[config.mk]
export PLATFORM = sky130hd
export DESIGN_NAME = grf_wb_ctrl
export DESIGN_NICKNAME = d
export VERILOG_FILES = /design/src/rtl/grf_ctrl_pkg.sv /design/src/rtl/grf_scoreboard.sv /design/src/rtl/grf_wb_ctrl.sv
export SDC_FILE = /design/constraint.sdc
export NUM_CORES = 1
export LEC_CHECK = 0
export CORE_ASPECT_RATIO = 2
export CORE_UTILIZATION = 47
export DETAILED_ROUTE_END_ITERATION = 7
export GPL_TIMING_DRIVEN = 0
export PLACE_DENSITY_LB_ADDON = 0.05
export SETUP_SLACK_MARGIN = 0.02
export SYNTH_ARGS = -nofsm -noshare
export SYNTH_HDL_FRONTEND = slang
export SYNTH_SLANG_ARGS = --single-unit
[constraint.sdc]
create_clock -name clk -period 8.93 [get_ports clk]
set_clock_uncertainty 0.15 [all_clocks]
set_input_delay 1.786 -clock clk [delete_from_list [all_inputs] [get_ports clk]]
set_output_delay 1.786 -clock clk [all_outputs]
set_load 0.01 [all_outputs]
[src/rtl/grf_ctrl_pkg.sv]
// Shared types and constants for the GRF write-port controller and its scoreboard.
package grf_ctrl_pkg;

  localparam int REG_ADDR_W = 5;
  localparam int DATA_W     = 32;
  localparam int NUM_REGS   = 32;

  typedef logic [REG_ADDR_W-1:0] reg_addr_t;
  typedef logic [DATA_W-1:0]     data_t;

  localparam reg_addr_t REG_ZERO = 5'd0;

  typedef struct packed {
    logic      we;
    reg_addr_t a3;
    data_t     wd;
    data_t     pc;
  } grf_wr_t;

  function automatic logic is_real_reg(input reg_addr_t a);
    return a != REG_ZERO;
  endfunction

endpackage

[src/rtl/grf_scoreboard.sv]
// Busy bits for registers waiting on an MD result, plus the decode hazard compares.
module grf_scoreboard
  import grf_ctrl_pkg::*;
(
  input  logic      clk,
  input  logic      reset,
  input  logic      set_en,
  input  reg_addr_t set_addr,
  input  logic      clr_en,
  input  reg_addr_t clr_addr,
  input  reg_addr_t rs_addr,
  input  reg_addr_t rt_addr,
  input  logic      rd_chk,
  input  reg_addr_t rd_addr,
  output logic      hazard
);

  logic [NUM_REGS-1:1] busy_q;
  logic [NUM_REGS-1:0] busy;

  // $0 has no storage so it can never look busy.
  assign busy = {busy_q, 1'b0};

  // A set outranks a clear of the same register in the same cycle.
  always_ff @(posedge clk or negedge reset) begin
    if (!reset) begin
      busy_q <= '0;
    end else begin
      for (int i = 1; i < NUM_REGS; i++) begin
        if (set_en && set_addr == REG_ADDR_W'(i))
          busy_q[i] <= 1'b1;
        else if (clr_en && clr_addr == REG_ADDR_W'(i))
          busy_q[i] <= 1'b0;
      end
    end
  end

  assign hazard = busy[rs_addr] | busy[rt_addr] | (rd_chk & busy[rd_addr]);

endmodule

[src/rtl/grf_wb_ctrl.sv]
// Arbitrates the single GRF write port between W-stage writeback and buffered MD
// results, and stalls decode on hazards against outstanding MD destinations.
module grf_wb_ctrl
  import grf_ctrl_pkg::*;
#(
  parameter int STARVE_LIMIT = 4
) (
  input  logic        clk,
  input  logic        reset,
  input  logic        wb_we,
  input  logic [4:0]  wb_addr,
  input  logic [31:0] wb_data,
  input  logic [31:0] wb_pc,
  input  logic        md_valid,
  output logic        md_ready,
  input  logic [4:0]  md_addr,
  input  logic [31:0] md_data,
  input  logic [31:0] md_pc,
  input  logic        iss_wr,
  input  logic        iss_md,
  input  logic [4:0]  iss_rd,
  input  logic [4:0]  rs_addr,
  input  logic [4:0]  rt_addr,
  output logic        stall,
  output logic        grf_we,
  output logic [4:0]  grf_a3,
  output logic [31:0] grf_wd,
  output logic [31:0] grf_pc
);

  localparam int CNT_W = $clog2(STARVE_LIMIT + 1);
  localparam logic [CNT_W-1:0] CNT_MAX = CNT_W'(STARVE_LIMIT);

  logic             hold_vld;
  reg_addr_t        hold_addr;
  data_t            hold_data;
  data_t            hold_pc;
  logic [CNT_W-1:0] starve_cnt;

  logic    wb_use;
  logic    drain;
  logic    accept;
  logic    keep;
  logic    starve;
  logic    hazard;
  logic    stall_int;
  logic    issue;
  grf_wr_t port;

  assign wb_use    = wb_we && is_real_reg(wb_addr);
  assign drain     = hold_vld && !wb_use;
  assign md_ready  = !hold_vld && reset;
  assign accept    = md_valid && md_ready;
  assign keep      = accept && is_real_reg(md_addr);
  assign starve    = (starve_cnt == CNT_MAX);
  assign stall_int = hazard || starve;
  assign stall     = stall_int && reset;
  assign issue     = iss_wr && iss_md && !stall_int && is_real_reg(iss_rd);

  grf_scoreboard u_sb (
    .clk      (clk),
    .reset    (reset),
    .set_en   (issue),
    .set_addr (iss_rd),
    .clr_en   (drain),
    .clr_addr (hold_addr),
    .rs_addr  (rs_addr),
    .rt_addr  (rt_addr),
    .rd_chk   (iss_wr),
    .rd_addr  (iss_rd),
    .hazard   (hazard)
  );

  // Single-entry MD hold buffer; results for $0 are accepted and dropped.
  always_ff @(posedge clk or negedge reset) begin
    if (!reset)
      hold_vld <= 1'b0;
    else if (keep)
      hold_vld <= 1'b1;
    else if (drain)
      hold_vld <= 1'b0;
  end

  always_ff @(posedge clk) begin
    if (keep) begin
      hold_addr <= md_addr;
      hold_data <= md_data;
      hold_pc   <= md_pc;
    end
  end

  // Counts cycles the hold buffer loses the port; saturation forces a decode stall.
  always_ff @(posedge clk or negedge reset) begin
    if (!reset)
      starve_cnt <= '0;
    else if (!hold_vld || drain)
      starve_cnt <= '0;
    else if (!starve)
      starve_cnt <= starve_cnt + 1'b1;
  end

  // Pipeline writeback passes straight through; W-stage timing cannot slip.
  always_comb begin
    port.we = reset && (wb_use || hold_vld);
    port.a3 = hold_addr;
    port.wd = hold_data;
    port.pc = hold_pc;
    if (wb_use) begin
      port.a3 = wb_addr;
      port.wd = wb_data;
      port.pc = wb_pc;
    end
  end

  assign grf_we = port.we;
  assign grf_a3 = port.a3;
  assign grf_wd = port.wd;
  assign grf_pc = port.pc;

endmodule

# ---- After elaboration in Yosys (flattened, before gate mapping)
# Cells that the tools add are included.
dict set report op_classes {
  n_reduce_logical 113
  muxes 73
  eq_ne 64
  n_bitwise 3
  addsub 1
  n_lt_le_gt_ge 3
}
# operator count
set ops {}
lappend ops {{equality test 5 bit, second input constant} 32}
lappend ops {{equality test 5 x 4 -> 1 bit, second input constant} 16}
lappend ops {{logical AND 1 bit} 72}
lappend ops {{two-way mux 69 bit} 1}
lappend ops {{two-way mux 1 bit} 67}
lappend ops {{nonzero test 2 bit} 32}
lappend ops {{equality test 5 x 3 -> 1 bit, second input constant} 8}
lappend ops {{equality test 5 x 2 -> 1 bit, second input constant} 4}
lappend ops {{< comparator 5 x 6 -> 1 bit, second input constant} 3}
lappend ops {{binary-select mux 1 bit (select 5 bit)} 3}
lappend ops {{nonzero test 5 bit} 3}
lappend ops {{equality test 5 x 1 -> 1 bit, second input constant} 2}
lappend ops {{two-way mux 3 bit} 2}
lappend ops {{adder 3 x 1 -> 3 bit, second input constant} 1}
lappend ops {{equality test 3 bit, second input constant} 1}
lappend ops {{zero test 1 bit} 3}
lappend ops {{logical OR 1 bit} 3}
lappend ops {{!= test 2 x 1 -> 1 bit, second input constant} 1}
lappend ops {{OR 1 bit} 2}
lappend ops {{bitwise AND 1 bit} 1}
dict set report word_totals {
  out_inout_bits 72
  input_bits 159
  register_bits 104
  elab_cells 293
}

# ---- Logic depth before layout (Yosys ltp)
# Gate-level depths: netlist of run 1.
dict set report logic_depth {
  word_depth 10
  ltp_mapped 9
}

# ---- Hierarchy
# Synthesis of run 1 repeated with hierarchy kept, for this count alone.
dict set report unflattened {
  hier_cells 392
  area_unflattened_um2 5386.4
}
# mod area_each_um2 cells_each instances
set modules_own_cells {}
lappend modules_own_cells {grf_wb_ctrl 3220.6 181 1}
lappend modules_own_cells {grf_scoreboard 2165.8 211 1}

# ---- Worst setup path after synthesis of run 1
# No wires, ideal clock.
dict set report synth_timing {
  kind {input to register}
  from {input reset}
  to {register hold_addr[0], enable pin}
  path_stages 3
  path_slack_ns 2.762
  setup_ns 0.520
  arrival_time_ns 5.497
  cell_sequence {nor2b_1 > nand2_1 > a21oi_1}
}
dict set report synth_via {
  elab_chain_len 3
}
# item line_no
set synth_lines {}
lappend synth_lines {{start, declared} grf_wb_ctrl.sv:9} ;# input logic reset,
lappend synth_lines {{logical AND 1 bit} grf_wb_ctrl.sv:52} ;# assign md_ready = !hold_vld && reset;
lappend synth_lines {{logical AND 1 bit} grf_wb_ctrl.sv:53} ;# assign accept = md_valid && md_ready;
lappend synth_lines {{logical AND 1 bit} grf_wb_ctrl.sv:54} ;# assign keep = accept && is_real_reg(md_addr);
lappend synth_lines {{named net keep} grf_wb_ctrl.sv:43} ;# logic keep;
lappend synth_lines {{end signal, assigned} grf_wb_ctrl.sv:86} ;# hold_addr <= md_addr;
lappend synth_lines {{end, declared} grf_wb_ctrl.sv:35} ;# reg_addr_t hold_addr;
# The timed path passes the listed nets, and every way through them passes these cells.
# A chain may end at the register's enable or synchronous reset.

# ---- Final worst setup path of run 1
dict set report layout_timing {
  from {input iss_rd[1]}
  to {output stall}
}
dict set report layout_via {
  elab_chain_len 6
}
# item line_no
set layout_lines {}
lappend layout_lines {{start, declared} grf_wb_ctrl.sv:21} ;# input logic [4:0] iss_rd,
lappend layout_lines {{binary-select mux 1 bit (select 5 bit)} grf_scoreboard.sv:38} ;# assign hazard = busy[rs_addr] | busy[rt_addr] | (rd_chk & busy[rd_addr]);
lappend layout_lines {{two-way mux 1 bit (implied by the code)} grf_scoreboard.sv:38}
lappend layout_lines {{bitwise AND 1 bit} grf_scoreboard.sv:38}
lappend layout_lines {{OR 1 bit} grf_scoreboard.sv:38}
lappend layout_lines {{logical OR 1 bit} grf_wb_ctrl.sv:56} ;# assign stall_int = hazard || starve;
lappend layout_lines {{logical AND 1 bit} grf_wb_ctrl.sv:57} ;# assign stall = stall_int && reset;
lappend layout_lines {{end, declared} grf_wb_ctrl.sv:24} ;# output logic stall,
# Every way passes these cells. The select of a mux whose other input is x is not followed.

==> flow_summary.yaml, run 1 <==
yosys:
  synthTopCellsByCount: "226 x nand2_1, 69 x edfxtp_1, 44 x o21ai_0"
  yosys.area_share.simple_pct: 22.95
  muxShareOfSynthArea_pct: 10.30
  synth_xor_area_share_pct: 0.1592
  synth.area.top_cells: "edfxtp_1 38%, dfrtp_1 16%, nand2_1 15%"
  ys_ff_latch: 104
  synth.most_common_cell: "nand2_1"
  syn_nets: 714
  synth_area_per_cell_sq_um: 9.946
  synth_compound_area_share_pct: 9.509
  synth_fa_ha_area_share_pct: 0.4550
  ys_seq_area_share_pct: 53.59
  synth_cell_types: 43
  synth_top_family_by_area: "simple AND/OR/NAND/NOR gates"
  netlist_instances: 553
  yosysWarnings: 0
  yosys.area.top_type: "edfxtp_1"
  synth_edf_count: 69
  ys.flop_type: "edfxtp_1"
  syn_area_sq_mm: 0.005500
  synth_top_area_share_pct: 37.67
  async_flop_share_pct: 33.65
floorplanning:
  die_area_sq_mm: 0.01217
  die_y_um: 155.0
  start_util_pct: 48.44
  num_io_pins: 231
  die_w_um: 78.50
  rows: 55
  core_area_sq_mm: 0.01135
detailed_routing:
  routed_wl_um: 19670
  via_count: 5381
  drc: 0
  post_drt_wl_per_cell_um: 21.04
  drtPass1Iterations: 6
  via_per_inst: 5.755
  drt_iter0_markers: 312
  drtAntennaViolNets: 0
grt:
  grt_remaining_overflow: 0
  antenna_found_initial: 0
  grt_max_degree: 39
  grt_pass1_wl_um: 30210
  grt_pass1_vias: 5829
  grtUsageTotal_pct: 34.03
sta:
  worst_slew_pin_slew_ns: 0.8550
  setup_violations: 0
  finalMaxSlewViolations: 0
  period_needed_ns: 7.281
  rsz0062_at_grt: "false"
  max_freq_ghz: 0.1374
  hold_viol: 0
  setup_slack_ns: 1.649
  finalSetupTns_ns: 0
  post-route-period-util_pct: 81.53
  relSlewSlack_pct: 43.00
placement:
  hpwl_um: 15740
  io_buffers: 222
  place_ws_ns: 1.769
  placed_cell_area_sq_mm: 0.007954
  place_congestion: 1.001
pwr:
  p_leak_nw: 3.293
  powerDensity_mw_per_mm2: 159.8
  max-vdd-ir-drop_uv: 114.5
critical_path:
  worst-setup-path-type: "input pin to output port"
  cp_max_fo: 10
  crit_arrival_ns: 5.34
  start_kind: "input pin"
  worstPathRequired_ns: 6.99
  worst_setup_path_end_kind: "output port"
final_layout:
  design_area_sq_mm: 0.008234
  layout.nets: 949
  n_antenna_cell: 0
  drive_above_1_share_pct: 5.927
  syn_to_final_growth_pct: 49.70
hold_path:
  hold_class: "flip-flop to flip-flop"
clock_tree:
  cts-root-buf: "clkbuf_16"
  cts_setup_buffers: 0
  post_cts_resized: 0
  numCtsBuffers: 9
  cts_hold_buffers: 0
  clk_pin_slew_ns: 0.07
  clock_tree.buffer_depth: 2
  clkSinkCount: 104
  insertion_delay_ns: 0.35
  h-tree-depth: 3
  cts_tree: "built"
status:
  status: "completed"
run:
  maxCapViolations: 0
## layout make-up
cell class / count / area (sq um)
Fill cell: 890 / 3120
Sequential cell: 104 / 2948
Multi-Input combinational cell: 412 / 2397
Timing Repair Buffer: 224 / 2265
Clock buffer: 10 / 239.0
Tap cell: 142 / 177.7
Buffer: 33 / 151.4
Clock inverter: 6 / 41.29
Inverter: 4 / 15.01
## per-stage QoR
stage          hold slack (ns)  util [%]  instances  power [mW]
2_1_floorplan           0.3440         -        553      0.7573
3_3_place_gp            0.3729     69.58        917      0.9288
3_5_place_dp            0.3917     70.05        919      0.9416
4_1_cts                 0.4068     72.52        935       1.315
5_1_grt                 0.4508     72.52        935       1.367
6_report                0.4244     72.52        935       1.316
## cell families (layout without fill, tap and decap cells)
group	count (synthesis)	count (layout)
compound gates	82	82
xor+xnor	1	1
fa+ha+maj	2	2
buf+inv	37	277
flops	104	104
mux	31	31
simple gates	296	296
## routing by layer
metal / share of wire (%) / vias to the layer above / GRT usage, %
li1: - / 2442 / -
met1: 31 / 2525 / 30.37
met2: 56 / 321 / 64.54
met3: 6.8 / 93 / 8.504
met4: 6.5 / 0 / 23.10
met5: 0 / - / 0
## cell usage in the layout (no fill, tap or decap), drive strengths merged, types with 5 or more instances in the layout
cell             n
nand2          226
clkdlybuf4s50  221
edfxtp          69
o21ai           45
dfrtp           35
clkbuf          35
o41ai           19
mux4            19
nand2b          13
nor2            13
buf             11
nand3           10
mux2i            9
nand3b           9
nor2b            6
inv              6
nand4            5
## path summary, 6_finish.rpt
kind	startpoint	end	slack, ns	cells after the start
setup reg to reg	u_sb.busy_q[12]	u_sb.busy_q[16]	5.83	7
setup / recovery	iss_rd[1]	stall	1.65	10
max in group asynchronous	reset	u_sb.busy_q[1]	6.69	1
hold / removal	starve_cnt[1]	starve_cnt[1]	0.42	2
hold reg to reg	starve_cnt[1]	starve_cnt[1]	0.42	2
min in group asynchronous	reset	u_sb.busy_q[28]	1.38	1
## state kept, by name (all words and copies together) (netlist names)
register,count
hold_data,32
hold_pc,32
u_sb.busy_q,31
hold_addr,5
starve_cnt,3
hold_vld,1
## power breakdown
part | internal (mW) | leakage, nW | switching, mW
clock network | 0.198 | 0.143 | 0.178
logic | 0.184 | 2.05 | 0.158
registers | 0.562 | 1.10 | 0.0362
## critical path: stages
cell             delay (ns)
clkdlybuf4s50_1        0.62
clkbuf_1               0.49
mux4_2                 0.41
mux2i_1                0.14
o2111ai_1              0.19
o211ai_2               0.20
clkinv_1               0.38
buf_1                  0.37
o21a_1                 0.25
clkdlybuf4s50_1        0.49
Note: power is estimated with default switching activity, not from simulation.
==> run 2, diff against run 1 <==
- CORE_UTILIZATION: 47 -> 39
- clock period: 8.93 -> 6.56 ns (I/O delays scaled with it)
==> run 2 against run 1 <==
Net effect: largest power group unchanged; worst hold slack got worse by 0.0056 ns; highest routed layer unchanged; sequential share of layout area is 0.34 points lower; first-iteration DRC count down 9.3%; sequential power increased by 36%; largest cell class unchanged; global-route usage shrank 7.4 points; utilization shrank 12 points; die area increased by 20%; sequential cell count did not move; total power rose by 38%.
==> flow_summary.yaml, run 2 (synthesis results as in run 1) <==
floorplanning:
  die_y_um: 170.0
  die_area_sq_mm: 0.01461
  rows: 61
  core_area_sq_mm: 0.01381
  num_io_pins: 231
  start_util_pct: 39.82
  die_w_um: 85.98
clock_tree:
  clkSinkCount: 104
  numCtsBuffers: 9
  h-tree-depth: 3
  post_cts_resized: 0
  cts_tree: "built"
  clk_pin_slew_ns: 0.07
  cts_setup_buffers: 0
  insertion_delay_ns: 0.34
  cts-root-buf: "clkbuf_16"
  clock_tree.buffer_depth: 2
  cts_hold_buffers: 0
critical_path:
  start_kind: "input pin"
  worst-setup-path-type: "input pin to output port"
  r2r_end: "u_sb.busy_q[21]"
  cp_max_fo: 10
  worstPathRequired_ns: 5.10
  cp_slowest_cell: "clkdlybuf4s50_1"
  r2r_cells: 7
  r2r_setup_slack_ns: 3.56
  crit_arrival_ns: 4.76
  max_stage_delay_ns: 0.61
  timing.critical_path.cells: "clkdlybuf4s50_1, clkbuf_1, mux4_2, mux2i_1, o2111ai_1, o211ai_2, clkinv_1, buf_1, o21a_1, clkdlybuf4s50_1"
  reg2reg_from: "u_sb.busy_q[15]"
  worst_setup_path_end_kind: "output port"
  cpMostUsedCell: "clkdlybuf4s50_1"
placement:
  io_buffers: 222
  placed_cell_area_sq_mm: 0.008013
  place_ws_ns: 0.3870
  hpwl_um: 15400
  place_congestion: 0.8985
grt:
  grt_pass1_wl_um: 28830
  grt_max_degree: 39
  grtUsageTotal_pct: 26.60
  grt_pass1_vias: 5486
  grt_remaining_overflow: 0
  antenna_found_initial: 0
final_layout:
  final_common_cell: "nand2_1"
  num-fill-cells: 1208
  n_antenna_cell: 0
  multi_input_area_sq_mm: 0.002397
  syn_to_final_growth_pct: 51.14
  largest_registers: "hold_data x32, hold_pc x32, u_sb.busy_q x31"
  regArea_sq_mm: 0.002948
  design_area_sq_mm: 0.008313
  layout.nets: 949
  drive_above_1_share_pct: 5.675
  mostFrequentLayoutCells: "226 x nand2_1, 221 x clkdlybuf4s50_1, 69 x edfxtp_1, 44 x o21ai_0, 35 x dfrtp_1"
sta:
  setup_slack_ns: 0.3423
  setup_violations: 0
  finalMaxSlewViolations: 0
  worst_slew_pin_slew_ns: 0.8565
  post-route-period-util_pct: 94.78
  relSlewSlack_pct: 42.90
  hold_viol: 0
  max_freq_ghz: 0.1608
  rsz0062_at_grt: "false"
  period_needed_ns: 6.218
pwr:
  p_leak_nw: 3.297
  max-vdd-ir-drop_uv: 149.1
  powerDensity_mw_per_mm2: 218.4
hold_path:
  holdPathStages: 2
  hold_class: "flip-flop to flip-flop"
  hold_path_end: "u_sb.busy_q[11]"
  hp-start: "u_sb.busy_q[11]"
detailed_routing:
  via_count: 5233
  via_per_inst: 5.329
  drtAntennaViolNets: 0
  drtPass1Iterations: 5
  routed_wl_um: 19050
  post_drt_wl_per_cell_um: 19.40
  drt_iter0_markers: 283
  drc: 0
run:
  maxCapViolations: 0
status:
  status: "completed"
run 2: changes by cell type in the layout (fill, tap and decap cells not counted):
cell,delta
clkinv_4,+2
inv_6,-3
bufinv_16,+1
clkinv_2,-3
clkbuf_1,+2
inv_4,+1
run 2: worst max-delay path, delay by kind of cell:
| family | cells | cell delay, ns |
|---|---|---|
| AOI/OAI and AO/OA | 3 | 0.60 |
| buffers and inverters | 5 | 2.28 |
| muxes | 2 | 0.56 |
run 2: final cells by class:
type                       instances  share of cell area, %
sequential                       104                  35.46
multi-input combinational        412                  28.84
timing repair buffer             224                  27.24
clock buffer                      12                  2.965
tap                              189                  2.845
buffer                            33                  1.821
clock inverter                     4                 0.6472
inverter                           4                 0.1806
run 2: per-layer routing:
layer  track usage [%]  wire (um)  up-vias  share of wire, %
li1                  -          -     2438                 -
met1             24.33       5931     2491                31
met2             51.93      11050      247                58
met3             5.577       1154       57               6.1
met4             15.29        916        0               4.8
met5                 0          0        -                 0
run 2: worst max path at each step:
stage,slack (ns),end,depth (start not counted),start
floorplan,0.87,hold_addr[0],3,reset
CTS,0.37,stall,10,iss_rd[1]
global route,0.21,stall,10,iss_rd[1]
finish,0.34,stall,10,iss_rd[1]
detailed placement,0.39,stall,10,iss_rd[1]
global placement,-2.25,hold_data[4],4,reset
run 2: where the power goes:
group / switching (mW) / internal (mW) / leakage [nW]
Clock: 0.234 / 0.308 / 0.147
Combinational: 0.209 / 0.250 / 2.05
Sequential: 0.0499 / 0.765 / 1.10
run 2: through the flow:
| step | TNS (ns) | power [mW] | cells | hold WS, ns | utilization (%) |
|---|---|---|---|---|---|
| finish | 0 | 1.816 | 982 | 0.4188 | 60.18 |
| CTS | 0 | 1.826 | 982 | 0.4226 | 60.18 |
| global placement | -157.22 | 1.269 | 964 | 0.3761 | 57.61 |
| global route | 0 | 1.893 | 982 | 0.4608 | 60.18 |
| detailed placement | 0 | 1.285 | 966 | 0.4067 | 58.00 |
| floorplan | 0 | 1.031 | 553 | 0.3440 | - |
==> run 3, diff against run 2 <==
- GPL_TIMING_DRIVEN: 0 -> unset
==> run 3 against run 2 <==
Net effect: largest power group unchanged; routed wire length down 2.2%; largest cell class unchanged; utilization down 0.34 points; sequential cell count unchanged.
==> flow_summary.yaml, run 3 (synthesis results as in run 1) <==
final_layout:
  largest_registers: "hold_data x32, hold_pc x32, u_sb.busy_q x31"
  syn_to_final_growth_pct: 50.30
  design_area_sq_mm: 0.008267
  final_common_cell: "clkdlybuf4s50_1"
  layout.nets: 930
  drive_above_1_share_pct: 5.943
  num-fill-cells: 1209
  mostFrequentLayoutCells: "230 x clkdlybuf4s50_1, 226 x nand2_1, 69 x edfxtp_1, 44 x o21ai_0, 35 x dfrtp_1"
detailed_routing:
  post_drt_wl_per_cell_um: 19.34
  drtPass1Iterations: 5
  via_per_inst: 5.387
  drc: 0
  drt_iter0_markers: 230
  drt-met1-wl_um: 5825
  drtAntennaViolNets: 0
  routed_wl_um: 18640
  met2RoutedLength_um: 10670
  via_count: 5193
  top_layer: "met4"
  met3_wirelength_um: 1212
run:
  maxCapViolations: 0
sta:
  finalSetupTns_ns: 0
  setup_violations: 0
  hold_viol: 0
  post-route-period-util_pct: 89.16
  relSlewSlack_pct: 28.57
  worst_slew_pin_slew_ns: 1.069
  setup_slack_ns: 0.7114
  max_freq_ghz: 0.1710
  rsz0062_at_grt: "false"
  period_needed_ns: 5.849
  finalMaxSlewViolations: 0
placement:
  place_congestion: 0.9099
  placed_cell_area_sq_mm: 0.007984
  io_buffers: 230
  place_ws_ns: 0.7155
  hpwl_um: 14820
hold_path:
  hold_path_end: "starve_cnt[1]"
  hold_class: "flip-flop to flip-flop"
  holdPathStages: 2
  hp-start: "starve_cnt[1]"
pwr:
  max-vdd-ir-drop_uv: 150.2
  p_seq_share_pct: 46.4
  p_leak_nw: 3.277
  switching_share_pct: 28.31
  p_comb_share_pct: 24.7
  internal_power_mw: 1.270
  p_sw_mw: 0.5015
  pwr-share-clk_pct: 28.8
  powerDensity_mw_per_mm2: 214.3
grt:
  antenna_found_initial: 1
  grt_pass1_wl_um: 29130
  grt_pass1_vias: 5541
  grtUsageTotal_pct: 26.69
  grt_max_degree: 47
  grt_remaining_overflow: 0
critical_path:
  cp_max_fo: 9
  crit_arrival_ns: 4.39
  worstPathRequired_ns: 5.10
  worst_setup_path_end_kind: "output port"
  r2r_setup_slack_ns: 3.62
  r2r_end: "u_sb.busy_q[27]"
  reg2reg_from: "u_sb.busy_q[21]"
  start_kind: "input pin"
  r2r_cells: 7
  worst-setup-path-type: "input pin to output port"
status:
  status: "completed"
clock_tree:
  clkSinkCount: 104
  clk_pin_slew_ns: 0.07
  numCtsBuffers: 9
  cts-root-buf: "clkbuf_16"
  insertion_delay_ns: 0.35
  cts_tree: "built"
  post_cts_resized: 0
  clock_tree.buffer_depth: 2
  cts_setup_buffers: 0
  h-tree-depth: 3
  cts_hold_buffers: 0
floorplanning:
  die_w_um: 85.98
  num_io_pins: 231
  die_area_sq_mm: 0.01461
  core_area_sq_mm: 0.01381
  die_y_um: 170.0
  rows: 61
  start_util_pct: 39.82
-- run 3: power by group through the flow --
stage	combinational [mW]	sequential, mW	clock [mW]
floorplan	0.222	0.809	0
CTS	0.440	0.820	0.520
finish	0.438	0.823	0.511
detailed placement	0.437	0.834	0
global route	0.477	0.828	0.540
global placement	0.430	0.832	0
-- run 3: per-layer routing --
layer	track usage (%)	up-vias
met5	0	-
met4	14.49	0
met3	5.771	62
met2	51.00	254
met1	25.68	2473
li1	-	2404
-- run 3: how the worst max path moves through the flow --
stage               startpoint            to  slack [ns]  cells after the start
floorplan                reset  hold_addr[0]        0.87                      3
global placement    rs_addr[0]         stall        0.74                      8
detailed placement  rs_addr[0]         stall        0.72                      8
CTS                 rs_addr[0]         stall        0.70                      8
global route        rs_addr[0]         stall        0.62                      8
finish              rs_addr[0]         stall        0.71                      8
-- run 3: critical path, stage by stage --
cell	delay, ns
clkdlybuf4s50_1	0.72
mux4_1	0.62
mux2_2	0.29
nand3b_1	0.09
o41ai_1	0.06
or4b_1	0.56
o21a_1	0.24
clkdlybuf4s50_1	0.49
-- run 3: per-stage QoR --
stage	instances	util, %	total power [mW]	hold WS [ns]
final	964	59.84	1.771	0.4138
after global routing	964	59.84	1.846	0.4435
after CTS	963	59.82	1.781	0.4141
after detailed placement	947	57.79	1.272	0.4042
after global placement	947	57.79	1.262	0.3942
after floorplan	553	-	1.031	0.3440
-- run 3: layout make-up --
class / count / area, sq um / area share [%]
flip-flops and latches: 104 / 2948 / 35.66
inverters: 4 / 15.01 / 0.1816
multi-input cells: 412 / 2410 / 29.15
repair buffers: 238 / 2375 / 28.73
clock buffers: 9 / 225.2 / 2.724
diodes: 1 / 2.502 / 0.03027
clock inverters: 7 / 55.05 / 0.6660
well taps: 189 / 236.5 / 2.861
